===== src/rtl/softcore_pkg.sv =====
// Shared softcore definitions: fetch FSM state encoding and datapath defaults.
// Latency: n/a (types and constants only).
// Backpressure: n/a.
// Contents: SOFTCORE_DATA_WIDTH, SOFTCORE_RESET_VECTOR, fetch_state_t,
//           timeout_cnt_width() helper for the optional fetch watchdog.
package softcore_pkg;

  localparam int unsigned SOFTCORE_DATA_WIDTH   = 16;
  localparam logic [15:0] SOFTCORE_RESET_VECTOR = 16'h0000;

  typedef enum logic [1:0] {
    ST_RESET = 2'd0,
    ST_FETCH = 2'd1,
    ST_HOLD  = 2'd2,
    ST_HALT  = 2'd3
  } fetch_state_t;

  // Counter width able to hold the value TimeoutCycles itself.
  function automatic int unsigned timeout_cnt_width(input int unsigned cycles);
    return (cycles < 1) ? 1 : $clog2(cycles + 1);
  endfunction

endpackage


===== src/rtl/Register.sv =====
// Generic loadable register, used by the fetch stage as the program counter.
// Latency: DIn appears on DOut one cycle after a load strobe.
// Backpressure: none; loads whenever LD is low.
// Ports: Clk; Reset (sync, active-low, clears to 0); LD (active-low load);
//        DIn (next value); DOut (stored value).
module Register #(
  parameter int unsigned DataWidth = 16
) (
  input  logic                 Clk,
  input  logic                 Reset,
  input  logic                 LD,
  input  logic [DataWidth-1:0] DIn,
  output logic [DataWidth-1:0] DOut
);

  always_ff @(posedge Clk) begin
    if (!Reset) begin
      DOut <= '0;
    end else if (!LD) begin
      DOut <= DIn;
    end
  end

endmodule


===== src/rtl/pc_fetch_sequencer.sv =====
// Fetch-stage controller: owns the PC register, runs the IReq/IAck memory
// handshake and hands fetched words to decode over InstrValid/DecReady.
// Latency: IReq 1 cycle after reset release, InstrValid 1 cycle after IAck;
//          peak rate 1 instruction per 2 cycles.
// Backpressure: Instr held in HOLD until DecReady & ~Stall (or a branch drops
//               it); a FETCH request is never aborted, only redirected after ack.
// Ports: Clk, Reset (sync active-high); IReq/IAddr/IAck/IData memory side;
//        InstrValid/Instr/DecReady/Stall decode side; BrTaken/BrTarget
//        redirect; FetchErr sticky watchdog flag.
// Macro: PC_FETCH_TIMEOUT_EN enables the FETCH watchdog (TimeoutCycles) and
//        the HALT state; without it FETCH waits forever and FetchErr is 0.
module pc_fetch_sequencer
  import softcore_pkg::*;
#(
  parameter int unsigned          DataWidth     = SOFTCORE_DATA_WIDTH,
  parameter logic [DataWidth-1:0] ResetVector   = DataWidth'(SOFTCORE_RESET_VECTOR),
  parameter int unsigned          StepSize      = 1,
  parameter int unsigned          TimeoutCycles = 255
) (
  input  logic                 Clk,
  input  logic                 Reset,
  output logic                 IReq,
  output logic [DataWidth-1:0] IAddr,
  input  logic                 IAck,
  input  logic [DataWidth-1:0] IData,
  output logic                 InstrValid,
  output logic [DataWidth-1:0] Instr,
  input  logic                 DecReady,
  input  logic                 Stall,
  input  logic                 BrTaken,
  input  logic [DataWidth-1:0] BrTarget,
  output logic                 FetchErr
);

  fetch_state_t         state;
  logic                 redir_pend;
  logic [DataWidth-1:0] redir_target;

  logic                 pc_rst_n;
  logic                 pc_ld_n;
  logic [DataWidth-1:0] pc_din;
  logic [DataWidth-1:0] pc_inc;
  logic                 accept;
  logic                 timeout_hit;

  // IAddr is the PC itself, so a PC load is visible on the bus next cycle.
  Register #(
    .DataWidth (DataWidth)
  ) pc_reg (
    .Clk   (Clk),
    .Reset (pc_rst_n),
    .LD    (pc_ld_n),
    .DIn   (pc_din),
    .DOut  (IAddr)
  );

  assign pc_rst_n = ~Reset;
  assign pc_inc   = IAddr + DataWidth'(StepSize);
  assign accept   = DecReady & ~Stall;

`ifdef PC_FETCH_TIMEOUT_EN
  localparam int unsigned CntWidth = timeout_cnt_width(TimeoutCycles);

  logic [CntWidth-1:0] to_cnt;
  logic [CntWidth-1:0] to_cnt_inc;

  assign to_cnt_inc = to_cnt + 1'b1;

  // Fires on the TimeoutCycles-th consecutive FETCH cycle without IAck.
  assign timeout_hit = (state == ST_FETCH) && !IAck &&
                       (to_cnt_inc == CntWidth'(TimeoutCycles));

  // Held at zero outside FETCH, so it starts from zero on every FETCH entry;
  // an ack starts a new request and so also restarts the count.
  always_ff @(posedge Clk) begin
    if (Reset || (state != ST_FETCH) || IAck) begin
      to_cnt <= '0;
    end else begin
      to_cnt <= to_cnt_inc;
    end
  end
`else
  logic timeout_cfg_unused;
  assign timeout_cfg_unused = (TimeoutCycles != 0);
  assign timeout_hit        = 1'b0;
`endif

  // PC load select. Mirrors the FSM priorities: timeout, then branch, then
  // ack/accept. A branch in FETCH without ack only loads later via
  // redir_target, since the outstanding request must keep its address.
  always_comb begin
    pc_ld_n = 1'b1;
    pc_din  = ResetVector;
    case (state)
      ST_RESET: begin
        pc_ld_n = 1'b0;
      end
      ST_FETCH: begin
        if (!timeout_hit && IAck) begin
          if (BrTaken) begin
            pc_ld_n = 1'b0;
            pc_din  = BrTarget;
          end else if (redir_pend) begin
            pc_ld_n = 1'b0;
            pc_din  = redir_target;
          end
        end
      end
      ST_HOLD: begin
        if (BrTaken) begin
          pc_ld_n = 1'b0;
          pc_din  = BrTarget;
        end else if (accept) begin
          pc_ld_n = 1'b0;
          pc_din  = pc_inc;
        end
      end
      ST_HALT: ;
    endcase
  end

  always_ff @(posedge Clk) begin
    if (Reset) begin
      state        <= ST_RESET;
      IReq         <= 1'b0;
      InstrValid   <= 1'b0;
      Instr        <= '0;
      FetchErr     <= 1'b0;
      redir_pend   <= 1'b0;
      redir_target <= '0;
    end else begin
      case (state)
        ST_RESET: begin
          state <= ST_FETCH;
          IReq  <= 1'b1;
        end

        ST_FETCH: begin
          if (timeout_hit) begin
            FetchErr   <= 1'b1;
            IReq       <= 1'b0;
            redir_pend <= 1'b0;
            state      <= ST_HALT;
          end else if (BrTaken && IAck) begin
            // Returned word belongs to the old stream; refetch at the target.
            redir_pend <= 1'b0;
          end else if (BrTaken) begin
            redir_pend   <= 1'b1;
            redir_target <= BrTarget;
          end else if (IAck && redir_pend) begin
            redir_pend <= 1'b0;
          end else if (IAck) begin
            Instr      <= IData;
            InstrValid <= 1'b1;
            IReq       <= 1'b0;
            state      <= ST_HOLD;
          end
        end

        ST_HOLD: begin
          // Branch and accept both leave HOLD; a branch simply drops Instr.
          if (BrTaken || accept) begin
            InstrValid <= 1'b0;
            IReq       <= 1'b1;
            state      <= ST_FETCH;
          end
        end

        ST_HALT: begin
          state <= ST_HALT;
        end
      endcase
    end
  end

endmodule


===== config.mk =====
export PLATFORM = sky130hd
export DESIGN_NAME = pc_fetch_sequencer
export DESIGN_NICKNAME = d
export VERILOG_FILES = /design/src/rtl/softcore_pkg.sv /design/src/rtl/Register.sv /design/src/rtl/pc_fetch_sequencer.sv
export SDC_FILE = /design/constraint.sdc
export NUM_CORES = 1
export LEC_CHECK = 0
export CAP_MARGIN = 10
export CORE_AREA = 4 4 117 75
export CTS_CLUSTER_DIAMETER = 80
export DETAILED_ROUTE_END_ITERATION = 8
export DIE_AREA = 0 0 121 79
export GPL_TIMING_DRIVEN = 0
export PLACE_DENSITY = 0.68
export REMOVE_ABC_BUFFERS = 1
export SLEW_MARGIN = 20
export SYNTH_ARGS = -nofsm -noshare
export SYNTH_HDL_FRONTEND = slang
export SYNTH_HIERARCHICAL = 1
export SYNTH_SLANG_ARGS = --single-unit

===== constraint.sdc =====
create_clock -name Clk -period 2.46 [get_ports Clk]
set_clock_uncertainty 0.2 [all_clocks]
set_input_delay 0.492 -clock Clk [delete_from_list [all_inputs] [get_ports Clk]]
set_output_delay 0.492 -clock Clk [all_outputs]
set_load 0.02 [all_outputs]

Word-level counts from Yosys, hierarchy flattened
Index checks and enable logic that the tools add are counted.
Storage, ports and cells
  output and inout port bits: 35
  word-level logic and storage cells: 67
  flip-flop bits (word level): 53
  input port bits: 38
Operators by class
  reductions and logical operators: 13
  eq/ne operators: 8
  bitwise gates (word level): 5
  add/sub/neg operators: 1
  multiplexer cells: 33
Operators by type and width (number)
  $mux 16: 5
  $pmux 16 s2: 1
  $mux 1: 18
  $add 16x1->16 const B: 1
  $reduce_and 6->1: 2
  $mux 2: 5
  $ne 2x2->1 const B: 5
  $reduce_and 5->1: 2
  $pmux 2 s4: 1
  $pmux 1 s3: 2
  $reduce_bool 3->1: 2
  $eq 2x2->1 const B: 2
  $not 1->1: 4
  $reduce_and 3->1: 1
  $eq 2x1->1 const B: 1
  $logic_and 1x1->1: 2
  $logic_not 2->1: 1
  $pmux 1 s2: 1
  $reduce_and 2->1: 1
  $reduce_bool 2->1: 1
  $and 1x1->1: 1
  $logic_or 1x1->1: 1

Depth between registers and ports, before layout
Gate-level depths: netlist (run 1).
  depth after elaboration: 5
  mapped depth: 10
  depth with buffers taken out: 8

Modules after synthesis
Netlist (run 1), hierarchy kept.
Modules (own cells, without submodules)
  pc_fetch_sequencer: times used 1, cells each 310, sequential area each 740.7 µm², area an instance 2164.6 µm²
  Register: times used 1, cells each 51, sequential area each 320.3 µm², area an instance 615.6 µm²

Worst setup path before layout (run 1)
No wires, ideal clock.
  path kind: register -> register
  start: reg pc_reg.DOut[2]
  end: reg pc_reg.DOut[15]
  cell stages (with the launch flop): 7
  data arrival time: 2.083 ns
  setup slack: 0.112 ns
  clock period less this slack: 2.348 ns
  data required time: 2.195 ns
  path buffers: 0
  setup time: 0.065 ns
  cells stage by stage: dfxtp_1 nand4_2 or4_1 or4_1 a311oi_2 mux2i_1 nor2b_1
On the way
  word-level cells in the longest chain between the ends: 4
Ends and longest elaborated chain
  start: declaration: RTL line Register.sv:13  | output logic [DataWidth-1:0] DOut
  start signal: assignment: RTL line Register.sv:20  | DOut <= DIn;
  $add 16x1->16: RTL line pc_fetch_sequencer.sv:58  | assign pc_inc = IAddr + DataWidth'(StepSize);
  $mux 16: RTL line pc_fetch_sequencer.sv:113  | end else if (accept) begin
  $mux 16: RTL line pc_fetch_sequencer.sv:110  | if (BrTaken) begin
  $pmux 16 s2: RTL line pc_fetch_sequencer.sv:94  | case (state)
  via pc_din[15]: RTL line pc_fetch_sequencer.sv:41  | logic [DataWidth-1:0] pc_din;
The timed path passes the listed nets, and every way through them passes these cells.
A chain may end at the register's enable or synchronous reset.

Worst setup path after layout (run 1)
  start: in IAck
  end: reg pc_reg.DOut[15]
On the way
  word-level cells in the longest chain between the ends: 2
  elaborated cells between the ends (all ways): 4
  classes of those cells: mux (4)
Ends and longest elaborated chain
  start: declaration: RTL line pc_fetch_sequencer.sv:24  | input logic IAck,
  $mux 16: RTL line pc_fetch_sequencer.sv:99  | if (!timeout_hit && IAck) begin
  $pmux 16 s2: RTL line pc_fetch_sequencer.sv:94
  via pc_din[15]: RTL line pc_fetch_sequencer.sv:41
The timed path passes the listed nets, and every way through them passes these cells.

==> results of run 1 <==
## report_power, final
group          internal [W]  switching, W  total [W]
logic              0.000298      0.000432   0.000730
registers          0.000920     0.0000597   0.000980
clock network      0.000509      0.000319   0.000828
total               0.00173      0.000810    0.00254
## final cells by class
type / instances / area share [%]
clock buffer: 7 / 3.716
clock inverter: 1 / 0.7823
inverter: 17 / 1.760
multi-input combinational: 267 / 41.72
sequential: 53 / 27.90
tap: 108 / 3.520
timing repair buffer: 80 / 20.60
## what timing repair did
action	4_1_cts	5_1_grt
gates resized for setup	16	8
pin swaps	0	1
setup buffers	0	8
endpoints found under the setup margin	36	16
## how the worst max path moves through the flow
stage                                 from                            end  slack (ns)  cells after the start
6_report                              IAck   pc_reg/DOut[15]$_SDFFE_PN0N_        0.11                      7
5_1_grt                               IAck   pc_reg/DOut[15]$_SDFFE_PN0N_        0.03                      7
4_1_cts        pc_reg/DOut[4]$_SDFFE_PN0N_   pc_reg/DOut[15]$_SDFFE_PN0N_        0.02                      6
3_5_place_dp                       BrTaken   pc_reg/DOut[15]$_SDFFE_PN0N_       -1.44                      6
3_3_place_gp                       BrTaken  redir_target[11]$_SDFFE_PP0P_       -1.82                      5
2_1_floorplan  pc_reg/DOut[2]$_SDFFE_PN0N_   pc_reg/DOut[15]$_SDFFE_PN0N_       -0.06                      6
## worst register-to-register path, delay by kind of cell (launching register included)
kind             cells  cell delay (ns)
AO/OA/AOI/OAI        1             0.25
flip-flops           1             0.39
multiplexers         1             0.10
AND/OR/NAND/NOR      4             1.34
## state kept, by name, indices dropped and copies added, names as in the netlist
| signal | count |
|---|---|
| Instr | 16 |
| pc_reg/DOut | 16 |
| redir_target | 16 |
| state | 2 |
| IReq | 1 |
| InstrValid | 1 |
| redir_pend | 1 |
## cells in the final DEF (no fill, tap or decap), types with 2 or more instances in the layout
| master | Yosys | final |
|---|---|---|
| nand2_1 | 77 | 76 |
| o31a_1 | 2 | 2 |
| mux2i_1 | 16 | 16 |
| o21ai_0 | 14 | 14 |
| o21a_1 | 4 | 4 |
| ha_1 | 5 | 4 |
| nor3_1 | 11 | 10 |
| clkdlybuf4s50_1 | 0 | 69 |
| nor2_4 | 0 | 2 |
| o22ai_1 | 3 | 3 |
| nor2b_1 | 16 | 16 |
| nand2b_1 | 2 | 2 |
| buf_4 | 1 | 7 |
| clkbuf_16 | 0 | 5 |
| or4_1 | 3 | 3 |
| a32oi_1 | 2 | 2 |
| a221oi_1 | 9 | 9 |
| and2_1 | 3 | 3 |
| a21oi_1 | 43 | 43 |
| dfxtp_2 | 0 | 5 |
| dfxtp_1 | 53 | 47 |
| inv_1 | 17 | 16 |
| nand4_1 | 3 | 3 |
| nor2_1 | 14 | 12 |
| a21boi_0 | 2 | 2 |
| a211oi_1 | 4 | 4 |
| a22oi_1 | 3 | 3 |
| nor4_1 | 3 | 3 |
| xnor2_1 | 6 | 6 |
| nand3_1 | 8 | 8 |
## per-layer routing
layer	vias to the layer above	wire, µm	global-route usage, %
li1	1374	-	-
met1	1265	3927	24.78
met2	97	3805	27.04
met3	8	598	3.345
met4	0	78	4.299
met5	-	0	0
## cell families after synthesis
logic type	count (synthesis)	synth area share, %
XOR/XNOR	6	1.890
buffers and inverters	41	6.526
AND/OR/NAND/NOR	145	24.08
AO/OA/AOI/OAI	94	21.20
other	1	0.1349
adder cells (fa/ha/maj)	5	2.250
flip-flops	53	38.16
multiplexers	16	5.760
## stage by stage
step / utilization [%] / worst slack, ns / total power (W) / instances
3_3_place_gp: 45.78 / -1.825 / 0.001658 / 516
3_5_place_dp: 45.93 / -1.436 / 0.001679 / 517
5_1_grt: 50.09 / 0.02796 / 0.002652 / 533
2_1_floorplan: - / -0.05948 / 0.001398 / 337
6_report: 50.09 / 0.1075 / 0.002537 / 533
4_1_cts: 48.90 / 0.02146 / 0.002523 / 525
==> run summary, run 1 <==
The first global-routing pass estimated 13.30 mm of wire. The cell type group with the largest total delay on the critical path is compound AO/OA/AOI/OAI gates. The die is 79 µm tall.

On the worst path, the slowest cell contributes a delay of 0.67 ns. The hold-fix buffer count after cts is 0, and the number of distinct standard cells referenced by the synthesized netlist is 42. The number of maximum-capacitance violations is 0, and the width of the die is 121 µm.

The worst IR drop on VDD is 353.1 µV, and the largest net degree at the start of global routing is 37. The deepest level of the CTS H-tree is 2, and the instance area at placement is 3520 µm². For hold timing, the worst endpoint is Instr[15]$_SDFFE_PP0P_. TritonCTS built the clock tree. Along the worst hold path, the cell count comes to 2. Depth of the worst register-to-register path: 6.

The worst setup path is of the input pin to flop kind. The most common cell in the synthesized netlist is nand2_1. The count of final hold-check violations was 0. Cell area power density: 661.0 nW/µm².

Setup repair after global routing left no endpoint under its margin. For this run, the leading register cell type out of synthesis is dfxtp_1. The I/O pin total was 73. Startpoint kind of the worst setup timing path: an input pin. After routing the design area is 3839 µm². Gate count of the mapped netlist: 361. The floorplan step defined a core boundary enclosing 7664 µm². The logs give 25 for the number of rows created at floorplan and 0.2569 ns for the post-route worst hold slack. The run finished with clean final reports. The tools report the clock root buffer as clkbuf_16.

The final net count came out at 467. The tightest min-delay check is of the flop to flop type. Number of global-route vias before repair: 2604. The combined area of all synthesized cells was 2780 µm²; the share of flip-flops with an asynchronous set or reset after synthesis was 0%. The storage element area was 1071 µm². The reg2reg setup slack came out at 0.13 ns. The run gives 0 ns as the sum of negative setup slack.

For the leakage power figure, the log shows 1.250 nW. The library cell contributing the largest single delay on the critical path was clkdlybuf4s50_1. The run gives 2744 as the total vias in the final route. The logs give 53.50% for the worst-case headroom to the max-slew limit and 53 for the sink count of the clock tree.

Static timing analysis puts the maximum clock frequency at 425.1 MHz. The arrival time at the worst endpoint was 2.39 ns. The tools report the number of antenna violations at the first check in global routing as 0.

The signed area change from the synthesized netlist to the final layout works out to 38.07%. The wire-length estimate of the detail-placed layout is 5.700 mm. In this run the deepest clock path goes through 2 buffers. The final routed DRC violation total was 0; the transition time at the pin with the least slew margin was 0.6975 ns. For this run, the number of Yosys warnings is 6. The tools report the floorplan die area as 9559 µm². For this run the aggregate overflow at the end of global routing stands at 0.

After synthesis the netlist holds a flip-flop and latch count of 53. The number of antenna diodes in the final layout is 0. STA puts the critical path data required time at 2.49 ns. After detailed routing, the average wire length per cell comes to 15.78 µm.

The startpoint identified for the worst register-to-register timing path is pc_reg/DOut[4]$_SDFFE_PN0N_. The tools report the count of final max-slew check failures as 0. The clock-pin slew on the worst setup and hold paths was 0.07 ns. The signal on the critical path passes through clkdlybuf4s50_1, o211a_4, and2_1, a21boi_0, a311oi_2, mux2i_1, nor2b_1. Residual antenna-violating net count after detailed routing: 0.

The run gives 0 as the setup violation total in the final timing report. The worst-skew pair later-pin latency came out at 0.29 ns. The commonest cells after synthesis are 77 x nand2_1, 53 x dfxtp_1, 43 x a21oi_1.

Sequential cells were found to cover 38.16% of the synthesized design area. Subtracting the final worst setup slack from the clock period gives 2.352 ns. For this run, the total global-route usage over all layers was measured as 17.38%. Buffers placed on the I/O ports in this run total 71. Summing all multi-input logic gate instances after layout gives 1602 µm². The total buffers and inverters traversed by the critical path works out to 1. The tools report the endpoint class of the critical path as a flop. The total of fill cells in the finished design is 735, and the ratio of routed vias to standard cells is 5.148.

The post-detailed-routing wire length is 8.409 mm, and the maximum fanout along the worst path is 14. Before antenna repair, the detailed router went through 5 iterations. The tools report the end of the worst register-to-register path as pc_reg/DOut[15]$_SDFFE_PN0N_. The period utilization came out at 95.63%. After synthesis, the cell types taking the most area are dfxtp_1 38%, nand2_1 10%, a21oi_1 7.7%, mux2i_1 5.8%, nor2b_1 3.6%. The number of enable flip-flop cells after synthesis was 0. The congestion estimate from routability-driven global placement came to 0.8279. The average cell area after synthesis works out to 7.701 µm². The initial utilization of the core area, before any placement, comes to 36.28%.

The share of post-route cells with drive strength above 1 is 8.471%. The hold path startpoint is Instr[15]$_SDFFE_PP0P_. The top-area cell type share of the netlist area was 38.16%.

The detailed router finished its first iteration with 237 violations. The number of buffers added by the clock tree synthesis step is 5. The cell taking the most area after synthesis was dfxtp_1.
Note: power is estimated with default switching activity, not from simulation.
==> inputs of run 2 (changes only) <==
PLACE_DENSITY = 0.71   (was 0.68)
clock period = 2 ns   (was 2.46 ns; I/O delays follow)
==> run 2 against run 1 <==
  * The run now ends with setup timing left
  * Final area up 10%
  * Clock-buffer cell count down 2
  * Wire length up 6.2%
  * Cell count up 3.6%
  * Non-clock buffer count up 18
==> run summary, run 2 (synthesized netlist as in run 1, its figures left out) <==
The flow ran to the end, but the final reports show violations. The checks that failed: setup timing. The clock-pin slew on the worst setup and hold paths came out at 0.07 ns (about the same). The vertical die dimension is 79 µm (unchanged). The total vias in the final route was 2944 (was 2744); the ratio of routed vias to standard cells was 5.333 (was 5.148). The count of final hold-check violations is 0 (unchanged), and the final net count is 486 (was 467).

The setup slack of the critical path after layout came out at -0.1440 ns (was 0.1075 ns). The global-route wire length before repair was 14.10 mm (was 13.30 mm). The largest buffer count on any clock path came out at 2 (unchanged). The met3 routed wirelength was 669 µm (was 598 µm); the share of post-route cells with drive strength above 1 was 20.50% (was 8.471%). The endpoint class of the critical path is a flop (unchanged). The number of global-route vias before repair came out at 2775 (was 2604). The largest incremental delay on the critical path is 0.57 ns (was 0.67 ns). The mean routed wirelength per cell works out to 16.17 µm (was 15.78 µm). The number of buffers added by the clock tree synthesis step is 5 (unchanged), and the area of the placeable core is 7664 µm² (unchanged).

Leading cell types in the layout, fill and taps excluded: 74 x nand2_1, 59 x clkdlybuf4s50_1, 42 x a21oi_1 (was 76 x nand2_1, 69 x clkdlybuf4s50_1, 47 x dfxtp_1). The clock root buffer is clkbuf_16 (unchanged). The final critical path takes up 107.2% of the cycle. The cell area power density works out to 781.8 nW/µm² (was 661.0 nW/µm²). The uppermost layer routed is met4 (unchanged). Power share of the sequential group: 36.5% (was 38.6%). Width of the die: 121 µm (unchanged). The tools report the net switching power as 0.001096 W (was 0.0008100 W).

Top flop regs: Instr (16), pc_reg/DOut (16), redir_target (16) (unchanged). The tools report the post-detailed-routing wire length as 8.927 mm (was 8.409 mm). The tools report the startpoint kind of the worst setup timing path as a flop (was an input pin).

The clock period minus worst slack was 2.144 ns. The run gives 2.18 ns (was 2.39 ns) as the arrival time at the worst endpoint. Detailed-placement wirelength estimate: 5.552 mm (was 5.700 mm). Total non-filler cell area in the finished layout: 4223 µm² (was 3839 µm²). The run gives 0 (unchanged) as the residual antenna-violating net count after detailed routing. The global placer's final weighted congestion is 0.8300 (was 0.8279), and the worst-skew pair later-pin latency is 0.30 ns (was 0.29 ns). Setup repair after global routing could not meet its margin everywhere. The part of the total power dissipated in combinational logic was 33.1% (was 28.8%). The count of final max-slew check failures is 0 (unchanged).

The most common library cell in the layout ignoring fill and taps is nand2_1 (unchanged). For the highest attainable clock frequency, the log shows 466.4 MHz. The instance area at placement came out at 3520 µm² (unchanged).

Overall routing resource usage: 18.28% (was 17.38%). The path type of the worst min-delay path is flop to flop (unchanged). The share of total power consumed by net switching is 33.20% (was 31.92%), and the wire length on met1 is 4.154 mm (was 3.927 mm). The number of rows created at floorplan is 25 (unchanged), and the internal power component is 0.002205 W (was 0.001727 W). The floorplan die area was 9559 µm² (unchanged). The largest net degree at the start of global routing was 37 (unchanged); the setup violation total in the final timing report was 2 (was 0). Number of diodes: 0 (unchanged). The violation count after the first detailed-route iteration was 241 (was 237). For the final routed DRC violation total, the log shows 0 (unchanged).

Residual overflow from global routing: 0 (unchanged). The final total power was 0.003302 W (was 0.002537 W). The number of cells in the finished layout apart from fillers is 552 (was 533).

The routed wire length on met2 was 4.020 mm (was 3.805 mm). For the leakage power figure, the log shows 1.482 nW (was 1.250 nW). The run gives 36.28% (unchanged) as the initial core utilization. The worst setup path category is flop to flop (was input pin to flop).

The total buffers and inverters traversed by the critical path works out to 0 (was 1). Most numerous cell on the critical path: or4_4. The logs give 53 (unchanged) for the sink count of the clock tree and 30.5% (was 32.6%) for the clock network fraction of total power. The run gives 448.9 µV (was 353.1 µV) as the worst IR drop on VDD. Cell count after placement: 517 (unchanged).

Maximum fanout along the worst path: 2 (was 14). CP cell instances: nand4_1, or4_4, or4_4, a311oi_2, mux2i_1, nor2b_1 (was clkdlybuf4s50_1, o211a_4, and2_1, a21boi_0, a311oi_2, mux2i_1, nor2b_1). The deepest level of the CTS H-tree came out at 2 (unchanged).

The worst-case setup slack after placement came out at -1.750 ns (was -1.436 ns). The transition time at the pin with the least slew margin is 0.6982 ns (was 0.6975 ns). The number of antenna violations at the first check in global routing was 0 (unchanged); the I/O pin total was 73 (unchanged). The library cell contributing the largest single delay on the critical path is or4_4 (was clkdlybuf4s50_1). The tools report the number of detailed-route iterations in the first pass as 5 (unchanged). The signed area change from the synthesized netlist to the final layout is 51.89% (was 38.07%). The data required time at the worst endpoint is 2.03 ns (was 2.49 ns), and the worst-case headroom to the max-slew limit is 53.46% (was 53.50%). TritonCTS built the clock tree. The number of maximum-capacitance violations is 0 (unchanged), and the number of I/O port buffers is 71 (unchanged). The cell type group with the largest total delay on the critical path is simple AND/OR/NAND/NOR gates (was compound AO/OA/AOI/OAI gates). The sum of negative setup slack was -0.1475 ns (was 0 ns).
-- run 2: changes by cell type in the layout (fill, tap and decap cells not counted), sizes merged --
| cell | previous run | this run |
|---|---|---|
| dlymetal6s2s | 0 | 4 |
| buf | 10 | 29 |
| dlygate4sd2 | 0 | 5 |
| nor2 | 14 | 15 |
| clkinvlp | 1 | 2 |
| clkbuf | 7 | 5 |
| clkinv | 0 | 1 |
| clkdlybuf4s50 | 69 | 59 |
-- run 2: routing by layer --
| layer | vias to the layer above | track usage, % |
|---|---|---|
| met5 | - | 0 |
| li1 | 1422 | - |
| met4 | 0 | 3.620 |
| met1 | 1402 | 26.04 |
| met3 | 12 | 4.199 |
| met2 | 108 | 28.37 |
-- run 2: final timing paths --
kind,from,to,slack (ns),cells after the start
worst max-delay path,pc_reg/DOut[1]$_SDFFE_PN0N_,pc_reg/DOut[15]$_SDFFE_PN0N_,-0.14,6
worst min-delay path,Instr[14]$_SDFFE_PP0P_,Instr[14]$_SDFFE_PP0P_,0.25,2
worst max register to register,pc_reg/DOut[1]$_SDFFE_PN0N_,pc_reg/DOut[15]$_SDFFE_PN0N_,-0.14,6
worst min register to register,Instr[14]$_SDFFE_PP0P_,Instr[14]$_SDFFE_PP0P_,0.25,2
-- run 2: stage by stage --
step	hold WS [ns]	util, %
after global routing	0.2699	55.10
after global placement	0.2414	45.78
after detailed placement	0.2467	45.93
after floorplan	0.2271	-
after CTS	0.2559	52.31
final	0.2549	55.10
-- run 2: timing repair --
item,4_1_cts,5_1_grt
pin swaps,5,8
buffers inserted,18,8
resized for setup,67,39
endpoints found under the setup margin,59,46
hold buffers,0,0
gates cloned,0,1
-- run 2: cell type report --
cell class / count / area (µm²)
Inverter: 17 / 72.57
Multi-Input combinational cell: 268 / 1790
Clock inverter: 3 / 46.29
Fill cell: 722 / 3441
Tap cell: 108 / 135.1
Clock buffer: 5 / 125.1
Timing Repair Buffer: 98 / 933.4
Sequential cell: 53 / 1120
-- run 2: power by group through the flow --
stage	logic, W	clock network, W	registers [W]
after global routing	0.00118	0.00105	0.00121
final	0.00109	0.00101	0.00120
after floorplan	0.000459	0	0.00126
after detailed placement	0.000825	0	0.00122
after CTS	0.000955	0.00101	0.00119
after global placement	0.000815	0	0.00122
-- run 2: worst register-to-register path, stage by stage (launching register included) --
cell and delay (ns):
dfxtp_4 0.36, nand4_1 0.11, or4_4 0.57, or4_4 0.43
a311oi_2 0.21, mux2i_1 0.10, nor2b_1 0.10
